### config.mk
export PLATFORM = sky130hd
export DESIGN_NAME = com_from_2
export DESIGN_NICKNAME = d
export VERILOG_FILES = /design/src/rtl/com_from_2_pkg.sv /design/src/rtl/Semisumador.sv /design/src/rtl/com_from_2.sv
export SDC_FILE = /design/constraint.sdc
export NUM_CORES = 1
export LEC_CHECK = 0
export ABC_CLOCK_PERIOD_IN_PS = 1350
export BUFFER_PORTS_ARGS = -buffer_cell sky130_fd_sc_hd__buf_2
export CORE_ASPECT_RATIO = 1.2
export CORE_MARGIN = 2
export CORE_UTILIZATION = 46
export DETAILED_ROUTE_END_ITERATION = 6
export GPL_ROUTABILITY_DRIVEN = 0
export GPL_TIMING_DRIVEN = 0
export HOLD_SLACK_MARGIN = 0.03
export PLACE_DENSITY_LB_ADDON = 0.05
export SLEW_MARGIN = 15
export SYNTH_ARGS = -nofsm -noshare
export SYNTH_HDL_FRONTEND = slang
export SYNTH_HIERARCHICAL = 1
export SYNTH_SLANG_ARGS = --single-unit
### constraint.sdc
create_clock -name clk -period 1.35 [get_ports clk]
set_clock_uncertainty 0.15 [all_clocks]
set_input_delay 0.27 -clock clk [delete_from_list [all_inputs] [get_ports clk]]
set_output_delay 0.27 -clock clk [all_outputs]
set_load 0.01 [all_outputs]
### src/rtl/com_from_2_pkg.sv
// Shared types for the bit-serial two's-complement to sign-magnitude converter.
// Holds the FSM state encoding and the default operand width.
package com_from_2_pkg;

  localparam int N_DEF = 4;

  typedef enum logic [1:0] {
    IDLE  = 2'd0,
    SHIFT = 2'd1,
    DONE  = 2'd2
  } state_t;

endpackage

### src/rtl/Semisumador.sv
// Half adder: s_o = a_i ^ b_i, c_o = a_i & b_i.
// Ports: a_i, b_i operand bits; s_o sum bit; c_o carry out.
module Semisumador (
  input  logic a_i,
  input  logic b_i,
  output logic s_o,
  output logic c_o
);

  assign s_o = a_i ^ b_i;
  assign c_o = a_i & b_i;

endmodule

### src/rtl/com_from_2.sv
// Bit-serial two's-complement to sign-magnitude converter, LSB first.
// Ports: clk, rst_n, start, A[N-1:0] in; busy, done, sign, mag[N-1:0] out.
module com_from_2
  import com_from_2_pkg::*;
#(
  parameter int N = N_DEF
) (
  input  logic         clk,
  input  logic         rst_n,
  input  logic         start,
  input  logic [N-1:0] A,
  output logic         busy,
  output logic         done,
  output logic         sign,
  output logic [N-1:0] mag
);

  localparam int CW = $clog2(N + 1);
  localparam logic [CW-1:0] LAST = CW'(N - 1);

  state_t         state_q;
  logic [N-1:0]   shreg_q;
  logic [N-1:0]   mag_q;
  logic [CW-1:0]  cnt_q;
  logic           sign_q;
  logic           carry_q;
  logic           busy_q;
  logic           done_q;

  logic           abit_d;
  logic           sum_d;
  logic           carry_d;

  // Negation is invert-and-add-one: XOR with the sign inverts
  // negative operands, and seeding carry with the sign adds the one.
  assign abit_d = shreg_q[0] ^ sign_q;

  Semisumador u_ha (
    .a_i (abit_d),
    .b_i (carry_q),
    .s_o (sum_d),
    .c_o (carry_d)
  );

  always_ff @(posedge clk or negedge rst_n) begin
    if (!rst_n) begin
      state_q <= IDLE;
      shreg_q <= '0;
      mag_q   <= '0;
      cnt_q   <= '0;
      sign_q  <= 1'b0;
      carry_q <= 1'b0;
      busy_q  <= 1'b0;
      done_q  <= 1'b0;
    end else begin
      case (state_q)
        IDLE: begin
          if (start) begin
            shreg_q <= A;
            sign_q  <= A[N-1];
            carry_q <= A[N-1];
            cnt_q   <= '0;
            busy_q  <= 1'b1;
            state_q <= SHIFT;
          end
        end
        SHIFT: begin
          shreg_q <= shreg_q >> 1;
          mag_q   <= {sum_d, mag_q[N-1:1]};
          carry_q <= carry_d;
          cnt_q   <= cnt_q + 1'b1;
          if (cnt_q == LAST) begin
            busy_q  <= 1'b0;
            done_q  <= 1'b1;
            state_q <= DONE;
          end
        end
        DONE: begin
          done_q  <= 1'b0;
          state_q <= IDLE;
        end
        default: begin
          busy_q  <= 1'b0;
          done_q  <= 1'b0;
          state_q <= IDLE;
        end
      endcase
    end
  end

  assign busy = busy_q;
  assign done = done_q;
  assign sign = sign_q;
  assign mag  = mag_q;

endmodule
==> metrics.csv, run 1 <==
metric,value,unit
dr.pass1.iters,2,
die-width,41.0,microns
irDropWorstVdd,1130,uV
avgSynthCellArea,9.80,sq um
pre_cts_ws,-61.3,ps
start_util,47.7,%
clk_pin_slew,100,ps
critical_path_class,reg2reg,
cp-start-kind,flop,
core,1580,sq um
area.sequential,425,sq um
tightest_slew,380,ps
pin_count,14,
clock_latency,290,ps
end_kind,flop,
crit_fanout,7,
htreeDepth,1,
post-route-util,57.6,%
vias,593,
synth_cell_types,19,
yosysSeqAreaShare,56.4,%
rsz0062_at_grt,true,
synth.area.top_cells,"dfrtp_1 (56%), nand2_1 (9.0%), ha_1 (5.0%)",
min_period,1370,ps
hold_viol,0,
fin_crit_sh,102,%
vias_per_cell,5.16,
p_leak,0.478,nW
worstPathArrival,1410,ps
maxCapViolCount,0,
instances_no_fill,115,
clk_path_buf_depth,2,
multi_input_area,310,sq um
gr-total-overflow,0,
hold_start,A[0],
portBuffers,13,
slew_headroom,74.7,%
min_path_type,in2reg,
fin_nets,108,
rows,16,
cts_root_buf,clkbuf_4,
area_delta_synth_final,20.7,%
ys_async_sr_fraction,100,%
setup_tns,-22.5,ps
r2r_start,state_q[0],
fmaxAchievable,729,MHz
die-area,1980,sq um
diodes,0,
grt.total_usage,17.3,%
grt_pass1_vias,555,
synth_top_area_cell,dfrtp_1,
p_total,2.14,mW
dp_hpwl,1030,microns
drive_gt1_share,25.8,%
synth.top_cells.by_count,"nand2_1 (18), dfrtp_1 (17), nor2_1 (7)",
cp.required,1390,ps
fillers,141,
cts_sinks,17,
synth_ff_type,dfrtp_1,
synth_area,754,sq um
yosys_warnings,6,
p_per_area,2350,nW/um^2
outcome,finished with violations,
synth_edf_count,0,
syn_inst,77,
antenna_found_initial,0,
violations,negative setup slack,
report.final.slew_viol_count,0,
die_h,48.4,microns
drt-initial-drc-count,4,
layout_setup_ws,-22.5,ps
setup_viol,1,
place_inst,108,
cts_buffers,3,
syn-num-nets,87,
synth_top_area_share,56.4,%
drc,0,
synth-seq-cells,17,
cp-startpoint,state_q[0],
post-synth-top-count-cell,nand2_1,
grt_pass1_wl,2420,microns
cts_tree,yes,
final_antenna_net_count,0,
grt_max_degree,18,
avgRoutedWirePerCell,13.1,microns
drt-total-wl,1500,microns
-- worst paths after layout --
path | to | slack, ps | cells past startpoint
worst max-delay path | shreg_q[2] | -20 | 3
worst min-delay path | shreg_q[0] | 140 | 3
worst max register to register | shreg_q[2] | -20 | 3
worst min register to register | mag[0] | 350 | 2
max in group asynchronous | state_q[1] | 510 | 2
min in group asynchronous | shreg_q[2] | 270 | 2
-- timing repair --
| item | in CTS | in global routing |
|---|---|---|
| endpoints found under the setup margin | 7 | 2 |
| hold buffers | 1 | 0 |
| setup buffers | 0 | 2 |
| hold endpoints to repair | 17 | 0 |
| resized for setup | 1 | 3 |
-- cell families after synthesis --
kind of cell,Yosys count,synth area share (%)
xor gates and xnor gates,1,1.16
muxes,1,1.33
buffers and inverters,7,4.81
DFF,17,56.4
adders and majority gates,3,4.98
and+or+nand+nor,32,18.7
AOI/OAI and AO/OA,16,12.6
-- through the flow --
step | cell area [sq um] | hold WS [ps]
2_1_floorplan | 754 | -176
3_3_place_gp | 842 | 66.2
3_5_place_dp | 842 | 59.7
4_1_cts | 881 | 144
5_1_grt | 911 | 175
6_report | 911 | 136
-- metal layers --
metal / GRT usage [%] / part of all wire [%] / vias up
met5: 0 / 0 / -
met4: 5.00 / 0.73 / 0
met3: 2.75 / 2.8 / 2
met2: 27.9 / 50 / 10
met1: 22.9 / 46 / 284
li1: - / - / 297
-- layout by cell type (no fill, tap or decap), types with 2 or more instances in the layout --
master	n
dfrtp_1	17
buf_4	2
ha_1	3
o21ai_0	6
nand2b_1	2
inv_1	4
o22ai_1	5
nand2_1	18
clkbuf_4	3
nor2_1	6
buf_2	15
a21oi_1	3
-- registers in the layout, summed over array words and instances, names as in the netlist --
signal,flops
done,1
state_q,2
carry_q,1
busy,1
mag,4
shreg_q,4
sign,1
cnt_q,3
-- cell type report --
type	instances	share of cell area, %
flip-flops and latches	17	46.7
multi-input cells	53	34.1
repair buffers	16	9.89
clock buffers	4	2.88
well taps	18	2.47
plain buffers	3	2.34
inverters	4	1.65
-- critical path, stage by stage, from the launching register on --
cell and delay (ps):
dfrtp_1 390, buf_6 130, or4b_4 480, o221a_4 120
-- where the power goes --
part	internal, mW	switching [mW]
clock network	0.115	0.157
logic	0.444	0.536
registers	0.744	0.148
total	1.30	0.841
(Power assumes the default switching activity.)
==> run 2, diff against run 1 <==
==> constraint.sdc (replaced) <==
create_clock -name clk -period 1.35 [get_ports clk]
set_clock_uncertainty 0.15 [all_clocks]
set_input_delay 0.135 -clock clk [delete_from_list [all_inputs] [get_ports clk]]
set_output_delay 0.135 -clock clk [all_outputs]
set_load 0.01 [all_outputs]
==> run 2 against run 1 <==
- sequential share of layout area down 1.0 points
- register-to-register slack barely moved
- sequential power about the same
- critical path depth did not move
- highest routed layer unchanged
- clock-buffer cell count unchanged
- cell area is 2.2% higher
- core utilization increased by 1.3 points
- wire length grew 2.8%
- the run still ends with negative setup slack left
- sequential cell count did not move
- first-iteration DRC count is 100% higher
- global-route usage up 0.35 points
- non-clock buffer count grew 2
==> metrics.csv, run 2 (synthesis gave the netlist of run 1 again) <==
metric,value,unit
setup_viol,1,
cp-start-kind,flop,
drt-initial-drc-count,8,
fillers,139,
start_util,47.7,%
outcome,finished with violations,
portBuffers,13,
grt_max_degree,18,
layout_setup_ws,-22.6,ps
clk_pin_slew,100,ps
maxCapViolCount,0,
min_period,1370,ps
rsz0062_at_grt,true,
clk_path_buf_depth,2,
diodes,0,
hold_viol,0,
grt.total_usage,17.7,%
violations,negative setup slack,
area_delta_synth_final,23.4,%
report.final.slew_viol_count,0,
die-width,41.0,microns
fin_nets,110,
crit_family,simple AND/OR/NAND/NOR gates,
p_per_area,2310,nW/um^2
avgRoutedWirePerCell,13.2,microns
grt_pass1_wl,2480,microns
final_antenna_net_count,0,
fmaxAchievable,729,MHz
place_area,842,sq um
worstPathArrival,1410,ps
layout_commonest_cell,nand2_1,
fin_crit_sh,102,%
pin_count,14,
drt-total-wl,1550,microns
drive_gt1_share,25.3,%
dp_hpwl,1030,microns
crit_fanout,7,
vias,611,
tightest_slew,385,ps
rows,16,
crit_path_top_delay_cell,or4b_4,
cts_sinks,17,
die_h,48.4,microns
core,1580,sq um
min_path_type,in2reg,
layout_common_cells,"nand2_1 (18), dfrtp_1 (17), buf_2 (15), nor2_1 (6), o21ai_0 (6)",
fin_area,931,sq um
critPathBufInv,1,
slew_headroom,74.3,%
clock_latency,290,ps
cts_buffers,3,
irDropWorstVdd,1130,uV
critical_path_class,reg2reg,
antenna_found_initial,0,
slowest_delay,480,ps
gr-total-overflow,0,
die-area,1980,sq um
end_kind,flop,
p_leak,0.486,nW
cts_tree,yes,
worstPathCellList,"buf_6, or4b_4, o221a_4",
htreeDepth,1,
post-route-util,58.9,%
dr.pass1.iters,4,
vias_per_cell,5.22,
grt_pass1_vias,564,
drc,0,
cts_root_buf,clkbuf_4,
cp.required,1390,ps
## run 2: cell types whose count changed in the layout (fill, tap and decap cells not counted), sizes merged
cell | before | now
dlygate4sd3 | 1 | 3
## run 2: worst min-delay path, stage by stage
cell and delay [ps]:
buf_2 70, nand3b_1 150, nand2_1 100
## run 2: layer usage
layer  vias to the layer above  wire, microns  GRT usage (%)
li1                        302              -              -
met1                       297            723           23.5
met2                        10            768           28.4
met3                         2             42           2.75
met4                         0             11           5.00
met5                         -              0              0
## run 2: what timing repair did
item	CTS	global route
hold buffers	3	0
setup buffers	0	2
resized for setup	1	3
endpoints found under the hold margin	19	0
endpoints found under the setup margin	7	2
## run 2: stage by stage
| stage | worst slack (ps) | setup TNS, ps | cells | power, mW | hold slack (ps) |
|---|---|---|---|---|---|
| 4_1_cts | -46.1 | -46.1 | 115 | 2.08 | 40.2 |
| 2_1_floorplan | 24.5 | 0 | 77 | 1.52 | -311 |
| 3_5_place_dp | -61.3 | -99.2 | 108 | 1.80 | -75.3 |
| 6_report | -22.6 | -22.6 | 117 | 2.15 | 48.1 |
| 3_3_place_gp | -40.3 | -71.6 | 108 | 1.77 | -68.8 |
| 5_1_grt | -47.0 | -127 | 117 | 2.34 | 71.6 |
## run 2: power by group
part           internal [mW]  total [mW]  switching [mW]
Clock                  0.115       0.272           0.157
Combinational          0.448       0.988           0.540
Sequential             0.744       0.893           0.148
Total                   1.31        2.15           0.846
## run 2: area by class of cell
| type | count | area [sq um] | share of cell area, % |
|---|---|---|---|
| inverter | 4 | 15.0 | 1.61 |
| clock buffer | 4 | 26.3 | 2.82 |
| timing repair buffer | 18 | 110 | 11.8 |
| buffer | 3 | 21.3 | 2.28 |
| tap | 18 | 22.5 | 2.42 |
| multi-input combinational | 53 | 310 | 33.3 |
| sequential | 17 | 425 | 45.7 |
## run 2: path summary, 6_finish.rpt
check | cells after the start | endpoint | slack [ps] | from
worst max-delay path | 3 | shreg_q[2] | -20 | state_q[0]
worst min-delay path | 3 | shreg_q[3] | 50 | A[3]
worst max register to register | 3 | shreg_q[2] | -20 | state_q[0]
worst min register to register | 2 | mag[0] | 350 | mag[0]
max in group asynchronous | 2 | state_q[1] | 640 | rst_n
min in group asynchronous | 2 | shreg_q[2] | 140 | rst_n
